**src/rtl/pipe_ctrl_pkg.sv**
```systemverilog
// Shared definitions for the pipeline run controller and the ID-stage HALT decoder.
package pipe_ctrl_pkg;

  typedef enum logic [2:0] {
    ST_IDLE  = 3'd0,
    ST_RUN   = 3'd1,
    ST_STEP  = 3'd2,
    ST_DRAIN = 3'd3,
    ST_DONE  = 3'd4
  } state_e;

  typedef enum logic [1:0] {
    CMD_NOP   = 2'b00,
    CMD_RUN   = 2'b01,
    CMD_STEP  = 2'b10,
    CMD_ABORT = 2'b11
  } cmd_e;

  // Primary opcode field value the ID decoder matches to raise halt_id.
  localparam logic [5:0] OP_HALT = 6'h3F;

endpackage

```
**src/rtl/pipe_run_ctrl_if.sv**
```systemverilog
// Host command channel: valid/ready handshake carrying a 2-bit command code.
interface pipe_run_ctrl_if;
  logic       cmd_valid;
  logic [1:0] cmd;
  logic       cmd_ready;

  modport master (output cmd_valid, output cmd, input cmd_ready);
  modport slave  (input cmd_valid, input cmd, output cmd_ready);
endinterface

```
**src/rtl/pipe_run_ctrl_sat_counter.sv**
```systemverilog
// Saturating up-counter, reusable for performance counters.
module sat_counter #(
  parameter int unsigned WIDTH = 32
) (
  input  logic             clk,
  input  logic             rst,
  input  logic             en,
  output logic [WIDTH-1:0] count
);

  logic [WIDTH-1:0] count_q, count_d;

  always_comb begin
    count_d = count_q;
    if (en && !(&count_q)) count_d = count_q + 1'b1;
  end

  always_ff @(posedge clk or posedge rst) begin
    if (rst) count_q <= '0;
    else     count_q <= count_d;
  end

  assign count = count_q;

endmodule

```
**src/rtl/pipe_run_ctrl.sv**
```systemverilog
// Run/step/halt controller gating every pipeline register, the PC and architectural writes.
module pipe_run_ctrl
  import pipe_ctrl_pkg::*;
#(
  parameter int unsigned NBITS        = 32,
  parameter int unsigned DRAIN_CYCLES = 3
) (
  input  logic              clk,
  input  logic              rst,
  pipe_run_ctrl_if.slave    host,
  input  logic              halt_id,
  output logic              pipe_en,
  output logic              pc_en,
  output logic              if_bubble,
  output logic              step_done,
  output logic              halted,
  output logic [NBITS-1:0]  cycle_count
);

  state_e     state_q, state_d;
  logic [2:0] drain_q, drain_d;
  logic       pipe_en_q, pc_en_q, if_bubble_q, step_done_q, halted_q;
  logic       pipe_en_d, pc_en_d, if_bubble_d, step_done_d, halted_d;
  logic       cmd_acc;

  // A HALT in ID takes priority over any command, so the command is not consumed.
  assign host.cmd_ready = (state_q == ST_IDLE) || ((state_q == ST_RUN) && !halt_id);
  assign cmd_acc        = host.cmd_valid && host.cmd_ready;

  always_comb begin
    state_d = state_q;
    drain_d = drain_q;
    unique case (state_q)
      ST_IDLE: begin
        if (cmd_acc && (host.cmd == CMD_RUN))  state_d = ST_RUN;
        if (cmd_acc && (host.cmd == CMD_STEP)) state_d = ST_STEP;
      end
      ST_RUN: begin
        if (halt_id) begin
          state_d = ST_DRAIN;
          drain_d = 3'(DRAIN_CYCLES);
        end else if (cmd_acc && (host.cmd == CMD_ABORT)) begin
          state_d = ST_IDLE;
        end
      end
      ST_STEP: begin
        if (halt_id) begin
          state_d = ST_DRAIN;
          drain_d = 3'(DRAIN_CYCLES);
        end else begin
          state_d = ST_IDLE;
        end
      end
      ST_DRAIN: begin
        drain_d = drain_q - 3'd1;
        if (drain_q <= 3'd1) state_d = ST_DONE;
      end
      ST_DONE: state_d = ST_DONE;
      default: state_d = ST_IDLE;
    endcase

    // Outputs are registered from the next state so they line up with the state register.
    pipe_en_d   = (state_d == ST_RUN) || (state_d == ST_STEP) || (state_d == ST_DRAIN);
    pc_en_d     = (state_d == ST_RUN) || (state_d == ST_STEP);
    if_bubble_d = (state_d == ST_DRAIN);
    step_done_d = (state_d == ST_STEP);
    halted_d    = (state_d == ST_DONE);
  end

  always_ff @(posedge clk or posedge rst) begin
    if (rst) begin
      state_q     <= ST_IDLE;
      drain_q     <= '0;
      pipe_en_q   <= 1'b0;
      pc_en_q     <= 1'b0;
      if_bubble_q <= 1'b0;
      step_done_q <= 1'b0;
      halted_q    <= 1'b0;
    end else begin
      state_q     <= state_d;
      drain_q     <= drain_d;
      pipe_en_q   <= pipe_en_d;
      pc_en_q     <= pc_en_d;
      if_bubble_q <= if_bubble_d;
      step_done_q <= step_done_d;
      halted_q    <= halted_d;
    end
  end

  assign pipe_en   = pipe_en_q;
  assign pc_en     = pc_en_q;
  assign if_bubble = if_bubble_q;
  assign step_done = step_done_q;
  assign halted    = halted_q;

  sat_counter #(.WIDTH(NBITS)) u_cycle_cnt (
    .clk   (clk),
    .rst   (rst),
    .en    (pipe_en_q),
    .count (cycle_count)
  );

endmodule

```
**src/flat_wrapper.sv**
```systemverilog
// flat-port wrapper written by rule: the top's interface ports become plain ports
module pipe_run_ctrl_flat import pipe_ctrl_pkg::*;
#(
  parameter int unsigned NBITS        = 32,
  parameter int unsigned DRAIN_CYCLES = 3
)
  (clk, rst, halt_id, pipe_en, pc_en, if_bubble, step_done, halted, cycle_count, host_cmd_valid, host_cmd, host_cmd_ready);
  pipe_run_ctrl_if host_i ();
  input  logic clk;
  input  logic rst;
  input  logic halt_id;
  output logic pipe_en;
  output logic pc_en;
  output logic if_bubble;
  output logic step_done;
  output logic halted;
  output logic [NBITS-1:0] cycle_count;
  input wire logic [$bits(host_i.cmd_valid)-1:0] host_cmd_valid;
  input wire logic [$bits(host_i.cmd)-1:0] host_cmd;
  output wire logic [$bits(host_i.cmd_ready)-1:0] host_cmd_ready;
  assign host_i.cmd_valid = host_cmd_valid;
  assign host_i.cmd = host_cmd;
  assign host_cmd_ready = host_i.cmd_ready;
  pipe_run_ctrl #(.NBITS(NBITS), .DRAIN_CYCLES(DRAIN_CYCLES)) u_core (.clk(clk), .rst(rst), .host(host_i), .halt_id(halt_id), .pipe_en(pipe_en), .pc_en(pc_en), .if_bubble(if_bubble), .step_done(step_done), .halted(halted), .cycle_count(cycle_count));
endmodule
```
**config.mk**
```make
export PLATFORM = sky130hd
export DESIGN_NAME = pipe_run_ctrl_flat
export DESIGN_NICKNAME = d
export VERILOG_FILES = /design/src/rtl/pipe_ctrl_pkg.sv /design/src/rtl/pipe_run_ctrl_if.sv /design/src/rtl/pipe_run_ctrl_sat_counter.sv /design/src/rtl/pipe_run_ctrl.sv /design/src/flat_wrapper.sv
export SDC_FILE = /design/constraint.sdc
export NUM_CORES = 1
export LEC_CHECK = 0
export ABC_AREA = 0
export CAP_MARGIN = 20
export CORE_MARGIN = 1.5
export CORE_UTILIZATION = 46
export CTS_CLUSTER_DIAMETER = 30
export DETAILED_ROUTE_END_ITERATION = 8
export PLACE_DENSITY = 0.81
export SYNTH_ARGS = -nofsm -noshare
export SYNTH_HDL_FRONTEND = slang
export SYNTH_SLANG_ARGS = --single-unit
```
**constraint.sdc**
```tcl
create_clock -name clk -period 1.7 [get_ports clk]
set_input_delay 0.34 -clock clk [delete_from_list [all_inputs] [get_ports clk]]
set_output_delay 0.34 -clock clk [all_outputs]
set_load 0.03 [all_outputs]
```
### Word level (Yosys, flattened, before mapping)

Cells that the tools add are included.

* flip-flop bits (word level): 43
* input port bits: 6
* output and inout port bits: 38
* logic and storage cells: 48

* add/sub/neg operators: 2
* order comparisons: 1
* equal/unequal tests: 12
* muxes and demuxes: 9
* reduce and logical (&&, ||, !) cells: 16

Operators with widths (count)
* $add A32 B1 Y32 const B: 1
* $reduce_and A32 Y1: 1
* $mux W3: 6
* $pmux W3 S5: 1
* $eq A3 B2 Y1 const B: 4
* $eq A3 B1 Y1 const B: 2
* $eq A3 B3 Y1 const B: 2
* $logic_and A1 B1 Y1: 6
* $pmux W3 S2: 1
* $eq A2 B2 Y1 const B: 2
* $le A3 B1 Y1 const B: 1
* $logic_not A3 Y1: 1
* $logic_or A1 B1 Y1: 3
* $sub A3 B1 Y3 const B: 1
* $eq A2 B1 Y1 const B: 1
* $logic_not A1 Y1: 2
* $mux W2: 1
* $ne A2 B1 Y1 const B: 1
* $reduce_and A2 Y1: 1
* $reduce_bool A2 Y1: 1
* $reduce_or A2 Y1: 1

### Depth between registers and ports, before layout

Gate-level depths: netlist of the first run.

* depth in word-level cells: 11
* mapped depth: 7
* depth with buffers taken out: 7

### Modules after synthesis

From an unflattened synthesis of the first run, not the netlist that was laid out.

* cells, all modules: 202
* area, all modules: 2175.8 sq um

By module, submodules not included
* sat_counter: instances 1, cells each 155, area an instance 1665.3 sq um, seq. area each 800.8 sq um
* pipe_run_ctrl: instances 1, cells each 47, area an instance 510.5 sq um, seq. area each 275.3 sq um

### Worst setup path before layout of the first run

Ideal clock, no wire load.

* path kind: register to register
* start: register u_core.u_cycle_cnt.count_q[9], in the netlist u_core.u_cycle_cnt.count[9]
* end: register u_core.u_cycle_cnt.count_q[31], in the netlist u_core.u_cycle_cnt.count[31]
* setup time: 0.128 ns
* data arrival time: 1.881 ns
* data required time: 1.572 ns
* setup slack: -0.309 ns
* cell stages (with the launch flop): 6
* buffers on the path: 0
* clock period less this slack: 2.009 ns
* cells stage by stage: dfrtp_1 > nand4_2 > nor4_4 > and3_1 > nor3b_2 > mux2_1

* word-level cells in the longest chain between the ends: 3
* elaborated cells on any way between the ends: 4
* classes of those cells: add/sub (1); reduce/logical (3)

Ends and longest elaborated chain
* start: declaration: line pipe_run_ctrl_sat_counter.sv:11 `logic [WIDTH-1:0] count_q, count_d;`
* start signal: assignment: line pipe_run_ctrl_sat_counter.sv:20 `else count_q <= count_d;`
* branches (longest 3 deep; another with $add A32 B1 Y32)

Several ways; the timed one is not identified.
A chain may end at the register's enable or synchronous reset.

### Final worst setup path of the first run

* start: register u_core.u_cycle_cnt.count_q[5], in the netlist u_core.u_cycle_cnt.count[5]
* end: register u_core.u_cycle_cnt.count_q[31], in the netlist u_core.u_cycle_cnt.count[31]

Same word-level chain as after synthesis.

==> flow_summary.json, run 1 <==
{
  "status": "complete, but fails checks",
  "violations": "negative setup slack",
  "fin_hold_ws_ns": 0.384,
  "cp_cell_sequence": "nand4_4, nor4_4, buf_4, and3_4, nor3b_4, mux2_4",
  "crit_path_max_incr_delay_ns": 0.38,
  "fin_skew_ns": 0.00941,
  "ys_seq_elements": 43,
  "cpMaxStageDelayCell": "dfrtp_2",
  "drc": 0,
  "grt_pass1_vias": 1866,
  "path_delay_family": "simple AND/OR/NAND/NOR gates",
  "clkTransAtPathRegs_ns": 0.08,
  "worstSetupPathType": "reg -> reg",
  "synth_compound_area_frac": 0.0849,
  "clock_path_buffers": 2,
  "htree_levels": 2,
  "grt_pass1_wl_mm": 8.23,
  "synth_fa_ha_area_frac": 0.0177,
  "async_flop_share": 1.00,
  "finalCriticalPeriod_ns": 1.75,
  "grt_overflow": 0,
  "synth_top_flop_cell": "dfrtp_1",
  "drt-initial-drc-count": 138,
  "wl_per_cell_um": 15.3,
  "vias": 1897,
  "synth.avg_cell_area_um2": 10.4,
  "synth_area_mm2": 0.00212,
  "endpoint": "u_core.u_cycle_cnt.count[31]",
  "synth_top_family_by_area": "simple AND/OR/NAND/NOR gates",
  "synth_edf_count": 0,
  "ir_drop_mv": 0.934,
  "hold_path_class": "in -> async",
  "design.portCount": 44,
  "cts_root_buffer": "clkbuf_8",
  "syn2layout_area_growth_pct": 50.0,
  "synthMuxAreaShare": 0.0218,
  "insertion_delay_ns": 0.30,
  "die_x_um": 70.9,
  "critPathRequiredTime_ns": 1.88,
  "ys_types": 38,
  "synthCells": 204,
  "cp-end-kind": "flip-flop",
  "rsz0062_at_grt": "yes",
  "place_hpwl_mm": 3.65,
  "ys.warnings.count": 0,
  "drt_pass1_iterations": 4,
  "dpl-instance-area_mm2": 0.00297,
  "synth_area_leaders": "dfrtp_1, xnor2_1, xor2_1, nand3_1, nor2_1",
  "power_density_mw_per_mm2": 1090,
  "fmax_mhz": 572,
  "setup_viol": 10,
  "antenna_found_initial": 0,
  "top_layer": "met4",
  "ff2ff_setup_slack_ns": -0.05,
  "synth_top_area_frac": 0.507,
  "drt-vias-per-instance": 5.44,
  "core_mm2": 0.00438,
  "slew_headroom": 0.681,
  "die_area_mm2": 0.00503,
  "crit_buf_inv": 1,
  "ff2ff_path_depth": 6,
  "synth_nets": 213,
  "fin_crit_sh": 1.03,
  "yosysTopAreaCell": "dfrtp_1",
  "crit_arrival_ns": 1.93,
  "tightest_slew_ns": 0.475,
  "numCtsBuffers": 5,
  "ant_nets": 0,
  "cts_tree": "done",
  "hold_violations": 0,
  "clock-sinks": 43,
  "grt_max_degree": 44,
  "met3WireLength_um": 215,
  "route.met2.wl_mm": 2.84,
  "ys_seq_area_frac": 0.507,
  "power.total_mw": 3.48,
  "setup_slack_ns": -0.0487,
  "slew_violations": 0,
  "yosys.area_share.simple": 0.233,
  "layout_commonest_cell": "buf_4",
  "wl_met1_mm": 2.19,
  "fin_area_mm2": 0.00319,
  "io_buffer_count": 43,
  "startpoint_type": "flip-flop",
  "drive_above_1_share": 0.377,
  "die_height_um": 70.9,
  "layout_common_cells": "buf_4, dlygate4sd2_1, dfrtp_2, nand3_1, xnor2_1",
  "synth-xor-area-share": 0.111,
  "row_count": 24,
  "initial_core_util": 0.484,
  "cp_max_fo": 4,
  "wl_mm": 5.34,
  "diodes": 0,
  "drv_cap": 0,
  "grt_use_total": 0.207,
  "startpoint": "u_core.u_cycle_cnt.count[5]",
  "routabilityCongestion": 0.793,
  "r2r-start": "u_core.u_cycle_cnt.count[5]",
  "fin_nets": 305,
  "reg2reg_to": "u_core.u_cycle_cnt.count[31]",
  "crit_cells": 6,
  "leakage_nw": 1.60,
  "fill_cells": 320
}
[routing by layer]
metal	vias to the layer above	global-route usage
met5	-	0
met2	46	0.353
met4	0	0.0839
met1	948	0.254
li1	893	-
met3	10	0.0499
[worst min-delay path by stage]
stage                                         to  depth (start not counted)                          from
global route         u_core.u_cycle_cnt.count[6]                          3                           rst
global placement    u_core.u_cycle_cnt.count[30]                          1  u_core.u_cycle_cnt.count[30]
CTS                  u_core.u_cycle_cnt.count[6]                          3                           rst
floorplan                      u_core.drain_q[0]                          1             u_core.drain_q[0]
finish               u_core.u_cycle_cnt.count[6]                          3                           rst
detailed placement  u_core.u_cycle_cnt.count[30]                          1  u_core.u_cycle_cnt.count[30]
[worst register-to-register path, delay by kind of cell (launching register included)]
kind	cells	cell delay [ns]
buffers and inverters	1	0.18
flip-flops	1	0.38
multiplexers	1	0.32
AND/OR/NAND/NOR	4	0.76
[cell families (layout without fill, tap and decap cells)]
group                    Yosys count  count (layout)
adder cells (fa/ha/maj)            3               3
AO/OA/AOI/OAI                     27              27
buffers and inverters             14             107
XOR/XNOR                          27              27
flip-flops                        43              43
AND/OR/NAND/NOR                   86              86
multiplexers                       4               4
[final cells by class]
type                    count  area [um^2]  share of cell area
repair buffers             87          744               0.234
multi-input cells         147         1120               0.351
flip-flops and latches     43         1110               0.349
well taps                  52         65.1              0.0204
clock buffers               8          100              0.0314
inverters                  12         45.0              0.0141
[report_power, final]
group / total, mW / switching [mW] / internal [mW]
Sequential: 1.41 / 0.181 / 1.23
Combinational: 1.37 / 0.790 / 0.582
Clock: 0.704 / 0.333 / 0.371
[flip-flops by register name, summed over array words and instances (netlist names)]
signal,count
u_core.step_done,1
u_core.drain_q,3
u_core.pipe_en,1
u_core.u_cycle_cnt.count,32
u_core.if_bubble,1
u_core.halted,1
u_core.state_q,3
u_core.pc_en,1
[per-stage QoR]
step           instances  setup WS, ns  utilization  setup TNS (ns)
2_1_floorplan        204        -0.106            -          -0.878
3_3_place_gp         337       -0.0210        0.678         -0.0238
3_5_place_dp         337       -0.0333        0.678          -0.124
4_1_cts              347       -0.0640        0.702          -0.122
5_1_grt              349        -0.113        0.727           -1.54
6_report             349       -0.0487        0.727          -0.252
[Yosys cell counts (2+ instances only)]
| master | n |
|---|---|
| nand4bb_1 | 2 |
| nand2_1 | 14 |
| clkbuf_1 | 2 |
| and3_1 | 7 |
| a31o_2 | 2 |
| or2_2 | 2 |
| a21oi_1 | 9 |
| nor3b_2 | 2 |
| o21ai_0 | 6 |
| nor3b_1 | 2 |
| dfrtp_1 | 43 |
| a31oi_1 | 2 |
| xnor2_1 | 17 |
| inv_1 | 12 |
| and2_1 | 4 |
| nor2_1 | 20 |
| nor3_1 | 3 |
| xor2_1 | 10 |
| nand4_2 | 3 |
| nand4_1 | 6 |
| ha_1 | 3 |
| mux2i_1 | 2 |
| nand3_1 | 16 |
[what timing repair did]
item | CTS | global route
buffers inserted | 2 | 2
pin swaps | 3 | 6
hold buffers | 0 | 0
endpoints found under the hold margin | 0 | 0
resized for setup | 37 | 23
cloned | 0 | 0
endpoints found under the setup margin | 46 | 32
Power figures use the tool's default switching activity.
==> run 2: changes to the inputs <==
CTS_CLUSTER_SIZE = 12   (was default)
PLACE_DENSITY = 0.76   (was 0.81)
==> flow_summary.json, run 2 (same netlist as run 1, synthesis figures left out) <==
{
  "status": "complete, but fails checks",
  "violations": "negative setup slack",
  "slew_violations": 0,
  "numCtsBuffers": 5,
  "tightest_slew_ns": 0.401,
  "grt_max_degree": 44,
  "startpoint_type": "flip-flop",
  "clock_path_buffers": 2,
  "clock-sinks": 43,
  "fin_nets": 312,
  "row_count": 24,
  "grt_overflow": 0,
  "die_area_mm2": 0.00503,
  "die_x_um": 70.9,
  "ant_nets": 0,
  "design.portCount": 44,
  "initial_core_util": 0.484,
  "hold_path_class": "in -> async",
  "utilization": 0.738,
  "setup_viol": 1,
  "grt_pass1_wl_mm": 8.36,
  "cp_cell_sequence": "nand4_1, or3_4, buf_6, nor3b_4, mux2_4",
  "drt-initial-drc-count": 83,
  "power_density_mw_per_mm2": 1150,
  "wl_mm": 5.05,
  "place_ws_ns": -0.0592,
  "place_hpwl_mm": 3.58,
  "crit_buf_inv": 1,
  "crit_path_max_incr_delay_ns": 0.46,
  "path_delay_family": "simple AND/OR/NAND/NOR gates",
  "routabilityCongestion": 0.789,
  "layout_commonest_cell": "buf_4",
  "crit_arrival_ns": 1.89,
  "io_buffer_count": 43,
  "insertion_delay_ns": 0.30,
  "hold_violations": 0,
  "wl_per_cell_um": 14.2,
  "slew_headroom": 0.731,
  "vias": 1881,
  "clkTransAtPathRegs_ns": 0.08,
  "core_mm2": 0.00438,
  "largest_reg_flops": 32,
  "leakage_nw": 1.60,
  "critPathRequiredTime_ns": 1.89,
  "cts_tree": "done",
  "fin_hold_ws_ns": 0.358,
  "cpMaxStageDelayCell": "or3_4",
  "worstSetupPathType": "reg -> reg",
  "drc": 0,
  "drive_above_1_share": 0.382,
  "cts_root_buffer": "clkbuf_8",
  "drt-vias-per-instance": 5.28,
  "drt_pass1_iterations": 4,
  "grt_use_total": 0.212,
  "htree_levels": 2,
  "fmax_mhz": 586,
  "layout_common_cells": "buf_4, dlygate4sd2_1, dfrtp_2, nor2_1, xnor2_1",
  "ir_drop_mv": 1.07,
  "diodes": 0,
  "antenna_found_initial": 0,
  "fin_skew_ns": 0.00492,
  "setup_slack_ns": -0.00513,
  "drv_cap": 0,
  "syn2layout_area_growth_pct": 52.4,
  "cp-end-kind": "flip-flop",
  "grt_pass1_vias": 1828,
  "fill_cells": 301,
  "finalCriticalPeriod_ns": 1.71,
  "cp_max_fo": 5,
  "rsz0062_at_grt": "yes",
  "die_height_um": 70.9,
  "fin_crit_sh": 1.00
}
==> run 2: layer usage <==
layer | track usage | routed length [um] | up-vias
met5 | 0 | 0 | -
met4 | 0.0566 | 57 | 0
met3 | 0.0513 | 183 | 5
met2 | 0.371 | 2630 | 35
met1 | 0.265 | 2180 | 931
li1 | - | - | 910
==> run 2: area by class of cell <==
class,instances,area [um^2],share of cell area
Clock buffer,5,68.8,0.0213
Clock inverter,3,67.6,0.0209
Inverter,12,45.0,0.0139
Multi-Input combinational cell,147,1090,0.336
Sequential cell,43,1110,0.343
Tap cell,52,65.1,0.0201
Timing Repair Buffer,94,791,0.244
==> run 2: final timing paths <==
path | end | startpoint | slack (ns) | cells after the start
setup / recovery | u_core.u_cycle_cnt.count[31] | u_core.u_cycle_cnt.count[23] | -0.005 | 5
hold / removal | u_core.u_cycle_cnt.count[17] | rst | 0.36 | 3
setup reg to reg | u_core.u_cycle_cnt.count[31] | u_core.u_cycle_cnt.count[23] | -0.005 | 5
hold reg to reg | u_core.u_cycle_cnt.count[30] | u_core.u_cycle_cnt.count[30] | 0.51 | 1
max in group asynchronous | u_core.u_cycle_cnt.count[1] | rst | 1.11 | 3
min in group clk | u_core.u_cycle_cnt.count[30] | u_core.u_cycle_cnt.count[30] | 0.51 | 1
==> run 2: worst reg2reg max path, cell delays in order, from the launching register on <==
cell and delay (ns):
dfrtp_2 0.37, nand4_1 0.12, or3_4 0.46, buf_6 0.15, nor3b_4 0.19, mux2_4 0.31
==> run 2: what timing repair did <==
item,in CTS,in global routing
setup endpoints to repair,41,18
pin swaps,0,8
hold buffers,0,0
cloned,0,0
setup buffers,2,3
gates resized for setup,34,17
==> run 2: where the power goes <==
part | internal [mW] | switching, mW
clock | 0.586 | 0.360
combinational | 0.603 | 0.773
sequential | 1.22 | 0.173
total | 2.41 | 1.31
==> run 2: metrics by stage <==
step | power (mW) | TNS [ns] | instance area, um^2 | instances
5_1_grt | 3.91 | -0.289 | 3240 | 356
2_1_floorplan | 2.25 | -0.878 | 2180 | 204
3_3_place_gp | 2.73 | -0.0521 | 3020 | 343
4_1_cts | 3.68 | 0 | 3150 | 353
3_5_place_dp | 2.76 | -0.288 | 3020 | 343
6_report | 3.72 | -0.00513 | 3240 | 356
